--- src/rtl/switch_input_ctrl_pkg.sv ---
// Shared register map for the switch/button input peripheral.
// Offsets are relative to the peripheral base address.
package switch_pkg;

  localparam logic [31:0] OFS_BTN_STICKY = 32'h0000_0000;
  localparam logic [31:0] OFS_BTN_LEVEL  = 32'h0000_0004;
  localparam logic [31:0] OFS_SW_FULL    = 32'h0000_0010;
  localparam logic [31:0] OFS_SW_HI      = 32'h0000_0014;
  localparam logic [31:0] OFS_SW_LO_S    = 32'h0000_0018;
  localparam logic [31:0] OFS_SW_LO_U    = 32'h0000_001C;
  localparam logic [31:0] OFS_SW_LO3     = 32'h0000_0020;

  function automatic logic [31:0] reg_addr(input logic [31:0] base, input logic [31:0] ofs);
    return base + ofs;
  endfunction

endpackage

--- src/rtl/switch_input_ctrl_if.sv ---
// CPU-side read bus of the switch/button peripheral: decoder select,
// byte address and registered read data.
interface switch_input_ctrl_if #(
  parameter int DATA_WIDTH = 32
) ();

  logic                  switchCtrl;
  logic [31:0]           address;
  logic [DATA_WIDTH-1:0] dataIOInput;

  modport master (output switchCtrl, output address, input dataIOInput);
  modport slave  (input switchCtrl, input address, output dataIOInput);

endinterface

--- src/rtl/switch_input_ctrl_btn_debounce.sv ---
// Per-button debouncer: accepts a new level only after it has been seen
// for DEBOUNCE_CYCLES consecutive cycles; flags stable 0->1 transitions.
module btn_debounce #(
  parameter int DEBOUNCE_CYCLES = 20000
) (
  input  logic clk,
  input  logic rst,
  input  logic raw,
  output logic stable,
  output logic rise
);

  localparam int CW = $clog2(DEBOUNCE_CYCLES);
  localparam logic [CW-1:0] CNT_LAST = CW'(DEBOUNCE_CYCLES - 1);

  logic [CW-1:0] cnt_reg, cnt_next;
  logic          stable_reg, stable_next;

  // Any agreeing cycle restarts the count, so only an unbroken run flips.
  always_comb begin
    cnt_next    = '0;
    stable_next = stable_reg;
    rise        = 1'b0;
    if (raw != stable_reg) begin
      if (cnt_reg == CNT_LAST) begin
        stable_next = ~stable_reg;
        rise        = ~stable_reg;
      end else begin
        cnt_next = cnt_reg + CW'(1);
      end
    end
  end

  always_ff @(posedge clk or negedge rst) begin
    if (!rst) begin
      cnt_reg    <= '0;
      stable_reg <= 1'b0;
    end else begin
      cnt_reg    <= cnt_next;
      stable_reg <= stable_next;
    end
  end

  assign stable = stable_reg;

endmodule

--- src/rtl/switch_input_ctrl.sv ---
// Memory-mapped switch/button input peripheral: sync, debounce, sticky
// press capture with clear-on-read. Optional btnIrq under SW_BTN_IRQ_EN.
module switch_input_ctrl
  import switch_pkg::*;
#(
  parameter int          SW_WIDTH        = 16,
  parameter int          BTN_COUNT       = 4,
  parameter int          DATA_WIDTH      = 32,
  parameter int          DEBOUNCE_CYCLES = 20000,
  parameter logic [31:0] BASE_ADDR       = 32'hFFFF_FF00
) (
  input  logic                 clk,
  input  logic                 rst,
  switch_input_ctrl_if.slave   bus,
  input  logic [SW_WIDTH-1:0]  switchInput,
  input  logic [BTN_COUNT-1:0] buttonInput
`ifdef SW_BTN_IRQ_EN
  ,
  output logic                 btnIrq
`endif
);

  logic [SW_WIDTH-1:0]   sw_meta_reg, sw_sync_reg;
  logic [BTN_COUNT-1:0]  btn_meta_reg, btn_sync_reg;
  logic [BTN_COUNT-1:0]  btn_stable, btn_rise;
  logic [BTN_COUNT-1:0]  sticky_reg, sticky_next;
  logic [DATA_WIDTH-1:0] data_reg, rd_data;
  logic [15:0]           sw_lo16;
  logic                  rd_sticky;

  always_ff @(posedge clk or negedge rst) begin
    if (!rst) begin
      sw_meta_reg  <= '0;
      sw_sync_reg  <= '0;
      btn_meta_reg <= '0;
      btn_sync_reg <= '0;
    end else begin
      sw_meta_reg  <= switchInput;
      sw_sync_reg  <= sw_meta_reg;
      btn_meta_reg <= buttonInput;
      btn_sync_reg <= btn_meta_reg;
    end
  end

  genvar gi;
  generate
    for (gi = 0; gi < BTN_COUNT; gi++) begin : g_btn
      btn_debounce #(
        .DEBOUNCE_CYCLES(DEBOUNCE_CYCLES)
      ) u_debounce (
        .clk   (clk),
        .rst   (rst),
        .raw   (btn_sync_reg[gi]),
        .stable(btn_stable[gi]),
        .rise  (btn_rise[gi])
      );
    end

    // Byte-lane views see absent upper switches as 0 on narrow builds.
    if (SW_WIDTH >= 16) begin : g_sw_wide
      assign sw_lo16 = sw_sync_reg[15:0];
    end else begin : g_sw_narrow
      assign sw_lo16 = {{(16 - SW_WIDTH){1'b0}}, sw_sync_reg};
    end
  endgenerate

  assign rd_sticky = bus.switchCtrl && (bus.address == reg_addr(BASE_ADDR, OFS_BTN_STICKY));

  // A press landing on the clearing read survives: set beats clear.
  always_comb begin
    sticky_next = (rd_sticky ? '0 : sticky_reg) | btn_rise;
  end

  always_comb begin
    rd_data = '0;
    case (bus.address)
      reg_addr(BASE_ADDR, OFS_BTN_STICKY): rd_data[BTN_COUNT-1:0] = sticky_reg;
      reg_addr(BASE_ADDR, OFS_BTN_LEVEL):  rd_data[BTN_COUNT-1:0] = btn_stable;
      reg_addr(BASE_ADDR, OFS_SW_FULL):    rd_data[SW_WIDTH-1:0]  = sw_sync_reg;
      reg_addr(BASE_ADDR, OFS_SW_HI):      rd_data[7:0]           = sw_lo16[15:8];
      reg_addr(BASE_ADDR, OFS_SW_LO_S): begin
        rd_data      = {DATA_WIDTH{sw_lo16[7]}};
        rd_data[7:0] = sw_lo16[7:0];
      end
      reg_addr(BASE_ADDR, OFS_SW_LO_U):    rd_data[7:0]           = sw_lo16[7:0];
      reg_addr(BASE_ADDR, OFS_SW_LO3):     rd_data[2:0]           = sw_lo16[2:0];
      default:                             rd_data                = '0;
    endcase
  end

  always_ff @(posedge clk or negedge rst) begin
    if (!rst) begin
      sticky_reg <= '0;
      data_reg   <= '0;
    end else begin
      sticky_reg <= sticky_next;
      data_reg   <= bus.switchCtrl ? rd_data : '0;
    end
  end

  assign bus.dataIOInput = data_reg;

`ifdef SW_BTN_IRQ_EN
  logic irq_reg;

  always_ff @(posedge clk or negedge rst) begin
    if (!rst) begin
      irq_reg <= 1'b0;
    end else begin
      irq_reg <= |sticky_reg;
    end
  end

  assign btnIrq = irq_reg;
`endif

endmodule

--- src/flat_wrapper.sv ---
// flat-port wrapper written by rule: the top's interface ports become plain ports
module switch_input_ctrl_flat import switch_pkg::*;
#(
  parameter int          SW_WIDTH        = 16,
  parameter int          BTN_COUNT       = 4,
  parameter int          DATA_WIDTH      = 32,
  parameter int          DEBOUNCE_CYCLES = 20000,
  parameter logic [31:0] BASE_ADDR       = 32'hFFFF_FF00
)
  (clk, rst, switchInput, buttonInput, bus_switchCtrl, bus_address, bus_dataIOInput);
  switch_input_ctrl_if #(.DATA_WIDTH(DATA_WIDTH)) bus_i ();
  input  logic clk;
  input  logic rst;
  input  logic [SW_WIDTH-1:0] switchInput;
  input  logic [BTN_COUNT-1:0] buttonInput;
  input wire logic [$bits(bus_i.switchCtrl)-1:0] bus_switchCtrl;
  input wire logic [$bits(bus_i.address)-1:0] bus_address;
  output wire logic [$bits(bus_i.dataIOInput)-1:0] bus_dataIOInput;
  assign bus_i.switchCtrl = bus_switchCtrl;
  assign bus_i.address = bus_address;
  assign bus_dataIOInput = bus_i.dataIOInput;
  switch_input_ctrl #(.SW_WIDTH(SW_WIDTH), .BTN_COUNT(BTN_COUNT), .DATA_WIDTH(DATA_WIDTH), .DEBOUNCE_CYCLES(DEBOUNCE_CYCLES), .BASE_ADDR(BASE_ADDR)) u_core (.clk(clk), .rst(rst), .bus(bus_i), .switchInput(switchInput), .buttonInput(buttonInput));
endmodule
--- config.mk ---
export PLATFORM = sky130hd
export DESIGN_NAME = switch_input_ctrl_flat
export DESIGN_NICKNAME = d
export VERILOG_FILES = /design/src/rtl/switch_input_ctrl_pkg.sv /design/src/rtl/switch_input_ctrl_if.sv /design/src/rtl/switch_input_ctrl_btn_debounce.sv /design/src/rtl/switch_input_ctrl.sv /design/src/flat_wrapper.sv
export SDC_FILE = /design/constraint.sdc
export NUM_CORES = 1
export LEC_CHECK = 0
export CORE_ASPECT_RATIO = 2
export CORE_MARGIN = 2
export CORE_UTILIZATION = 53
export DETAILED_ROUTE_END_ITERATION = 6
export PLACE_DENSITY = 0.79
export SYNTH_ARGS = -nofsm -noshare
export SYNTH_HDL_FRONTEND = slang
export SYNTH_SLANG_ARGS = --single-unit
--- constraint.sdc ---
create_clock -name clk -period 2.1 [get_ports clk]
set_clock_uncertainty 0.05 [all_clocks]
set_input_delay 0.21 -clock clk [delete_from_list [all_inputs] [get_ports clk]]
set_output_delay 0.21 -clock clk [all_outputs]
set_load 0.01 [all_outputs]
### Yosys cells after proc, flatten, opt, wreduce, memory -nomap -nowiden

Cells that the tools add are included.
Widths: inputs -> output; s select.

* logic and storage cells: 68
* input port bits: 55
* output and inout port bits: 32
* register bits: 140

* $add $sub $neg: 4
* reduce and logical (&&, ||, !) cells: 7
* multiplexer cells: 23
* equality and inequality tests: 15
* bitwise logic cells: 5

Operators by type and width (number)
* $eq 32x32->1 const B: 7
* $mux 15: 8
* $add 15x1->15 const B: 4
* $eq 15x15->1 const B: 4
* $mux 32: 1
* $mux 16: 1
* $pmux 8 s2: 1
* $pmux 3 s4: 1
* $mux 1: 8
* $pmux 4 s2: 1
* $reduce_and 2->1: 4
* $mux 4: 1
* $ne 1x1->1: 4
* $not 1->1: 4
* $or 4x4->4: 1
* $pmux 1 s4: 1
* $reduce_or 4->1: 1
* $reduce_or 3->1: 1
* $logic_and 1x1->1: 1

### Longest topological paths before layout

* depth after elaboration: 4
* depth in mapped cells: 7
* depth with buffers taken out: 5

### By module

Synthesis repeated with hierarchy kept, for this count alone.

* cells, all modules: 457
* area, all modules: 5580.4 um2

By module, submodules not included
* btn_debounce at u_core.g_btn[0].u_debounce ...: sequential area each 400.4 um2, times used 3, cells each 76, area an instance 864.6 um2
* switch_input_ctrl: sequential area each 1526.5 um2, times used 1, cells each 154, area an instance 2164.6 um2
* btn_debounce at u_core.g_btn[1].u_debounce: sequential area each 400.4 um2, times used 1, cells each 75, area an instance 822.0 um2

### Least setup slack after synthesis

OpenSTA, ideal clock, no wires.

* kind: register -> register
* start: register u_core.g_btn[0].u_debounce.cnt_reg[0]
* end: register u_core.g_btn[0].u_debounce.stable_reg
* setup time: 0.125 ns
* cell stages (with the launch flop): 6
* path slack: 0.533 ns
* arrival: 1.392 ns
* clock period less this slack: 1.567 ns
* data required time: 1.925 ns
* path buffers: 1
* cell sequence: dfrtp_1 -> ha_1 -> and4_1 -> buf_2 -> nand4_1 -> mux2_2

* cells in the longest elaborated chain, start to end: 2

Ends and longest elaborated chain
* start, declared: RTL line switch_input_ctrl_btn_debounce.sv:16 `logic [CW-1:0] cnt_reg, cnt_next;`
* start signal, assigned: RTL line switch_input_ctrl_btn_debounce.sv:39 `cnt_reg <= cnt_next;`
* $eq 15x15->1: RTL line switch_input_ctrl_btn_debounce.sv:25 `if (cnt_reg == CNT_LAST) begin`
* $reduce_and 2->1 (no line)
* end signal, assigned: RTL line switch_input_ctrl_btn_debounce.sv:40 `stable_reg <= stable_next;`
* end, declared: RTL line switch_input_ctrl_btn_debounce.sv:17 `logic stable_reg, stable_next;`

Every way passes these cells.
A chain may end at the register's enable or synchronous reset.

==> results.md <==
- Status: complete, no violations
- Slowest-stage cell, CP: clkdlybuf4s50_1
- Setup CP Type: flop to primary output
- Area grow syn2layout: 30.1%
- 1st-iter DRT viols: around 240
- CP max FO: 16
- Min Hold Slack: about 0.18 ns
- Ratio of cells with drive above 1 in the final layout: between 10% and 20%
- Core area: ~9800 sq um
- Filler cell count: 644
- Final Hold Fails: 0
- F_max: 0.528 GHz
- Most used DFF post-synth: dfrtp_1
- Hold Crit Class: input pin to flop
- Synthesized cell area: approximately 5400 sq um
- Total wire length: around 11,000 um
- Post-synth ARST share: 100%
- #FFs+latches synth: roughly 130
- Num CTS Buffers: 17
- Chip width: 75.1 um
- Synthesized area per cell: roughly 11 sq um
- Final Max Tran Viols: 0
- Vias in the first global route: 4,085
- Pleak: 3.01 nW
- Worst path top cell family by delay: buffers and inverters
- Leading cell type in the layout, fill and taps excluded: dfrtp_1
- CTS H-tree lvls: 4
- Starting Density: 54.8%
- Total gr overflow: 0
- Relative slew margins: 60.9%
- Estimated wirelength of the detail-placed design: 7710 um
- Final period utilization: 90.2%
- Number of flops mapped to enable cells by yosys: 0
- P per Cell Area: 850 nW/um^2
- Post-synthesis sequential area ratio: approximately three fifths
- GP Congestion: around 0.8
- Slew at the pin closest to its max-slew limit: 0.587 ns
- Setup crit end kind: primary output
- Crit path time final: 1.89 ns
- WP data arrival: roughly 1.6 ns
- Clk buf depth: 2
- DRC viols: 0
- Endpoints failing setup: 0
- Die area: 11,000 sq um
- Max reg flops: 60
- Mapped Cells: approximately 480
- Synth unique cells: 42
- CTS tree: yes
- DRT antenna net count: 0
- I/O Buffers: 86
- Drt first pass iters: 5
- Clk sinks: 125
- Clock latency on the worst-skew pair: around 0.41 ns
- Vias: a little under 4,000
- RSZ-0062 raised after global routing: false
- Max cap viols: 0
- Ant diodes: 0
- # IOs: between 80 and 90
- Vias per cell: approximately 5.6
- All-Layer GR Usage: 21.9%
- Worst path max stage delay: 0.63 ns
- CP startpoint kind: flop
- Root Buffer: clkbuf_16
- Global-route wire length before repair: 18,400 um
- CP required: around 1.8 ns
- Crit path cell chain: clkdlybuf4s50_1
- Syn Nets: 537
- Yosys warns: 0
- Commonest cells after routing, fill and taps aside: dfrtp_1, clkdlybuf4s50_1, nor2_1
- Pin count of the biggest net entering global routing: 48
- Initial antenna violation count: 0
- Height of the die: between 100 and 150 um
- Crit path buf inv count: 1
- Cell row count: between 50 and 60
- Setup TNS: 0 ns
- Worst-path clk slew: 0.06 ns
- WL/cell: between 15 and 20 um
- Maximum vdd drop: just over 1 mV
- # nets final: 626
## cell type report
type,count,area [sq um],area share (%)
flip-flops and latches,125,3130,44.9
multi-input cells,321,2030,29.2
repair buffers,98,976,14.0
clock buffers,17,425,6.11
clock inverters,15,220,3.16
well taps,132,165,2.37
inverters,4,15.0,0.216
## stage by stage
step                      power (mW)  utilization (%)  area, sq um  worst slack (ns)  instances
after floorplan                 2.62                -         5350             0.533        478
after global placement          2.81             64.6         6310             0.104        679
after detailed placement        2.82             64.6         6310            0.0510        679
after CTS                       5.98             71.3         6960             0.180        712
after global routing            6.13             71.3         6960            0.0755        712
final                           5.92             71.3         6960             0.205        712
## per-layer routing
layer  part of all wire (%)  GRT usage (%)  up-vias
li1                       -              -     1842
met1                     37           24.2     1978
met2                     56           38.3      126
met3                    4.5           5.52       16
met4                    2.1           9.20        0
met5                      0              0        -
## worst paths after layout
check	slack, ns	end	from	cells past startpoint
max reg2reg	0.22	u_core.g_btn[2].u_debounce.cnt_reg[3]$_DFF_PN0_	u_core.g_btn[2].u_debounce.cnt_reg[0]$_DFF_PN0_	5
max	0.21	bus_dataIOInput[27]	u_core.bus.dataIOInput[30]$_DFF_PN0_	1
min	0.18	u_core.sw_meta_reg[5]$_DFF_PN0_	switchInput[5]	1
max in group asynchronous	1.07	u_core.sw_lo16[1]$_DFF_PN0_	rst	3
min reg2reg	0.29	u_core.sw_lo16[6]$_DFF_PN0_	u_core.sw_meta_reg[6]$_DFF_PN0_	0
min in group asynchronous	0.29	u_core.g_btn[2].u_debounce.cnt_reg[14]$_DFF_PN0_	rst	2
## cells by family after synthesis
kind of cell               after synthesis  synth area share (%)
muxes                                    9                  1.87
buffers and inverters                   32                  3.60
adders and majority gates                4                 0.935
xor gates and xnor gates                46                  7.53
and+or+nand+nor                        219                  23.0
AOI/OAI and AO/OA                       43                  4.58
DFF                                    125                  58.4
## synthesized netlist by cell type, types with 3 or more instances
cell type / instances / share of area, %
nor3_1: 8 / 0.75
dfrtp_1: 125 / 58
and2_1: 6 / 0.70
buf_2: 10 / 0.94
xnor2_1: 14 / 2.3
inv_1: 3 / 0.21
buf_4: 16 / 2.2
a21o_1: 4 / 0.56
a21oi_1: 26 / 2.4
o2bb2ai_1: 3 / 0.49
ha_1: 4 / 0.94
nand4_1: 31 / 3.6
xor2_1: 32 / 5.2
nand2b_1: 8 / 0.94
nand3_1: 21 / 2.0
and3_1: 10 / 1.2
nor4bb_1: 3 / 0.56
nor4_1: 6 / 0.70
nor2_1: 48 / 3.4
mux2_2: 8 / 1.7
o21ai_0: 8 / 0.75
nand2_1: 42 / 2.9
and4_1: 11 / 1.8
or3_1: 7 / 0.82
## where the power goes
group,switching [mW],internal [mW],total [mW]
sequential,0.0337,2.47,2.50
clock,1.03,2.10,3.14
combinational,0.139,0.141,0.280
total,1.21,4.71,5.92
## timing repair
action	4_1_cts	5_1_grt
hold endpoints to repair	40	0
hold buffers	1	0
setup buffers	0	0
gates resized for setup	0	0
No activity file was read; power rests on OpenSTA's default activity.
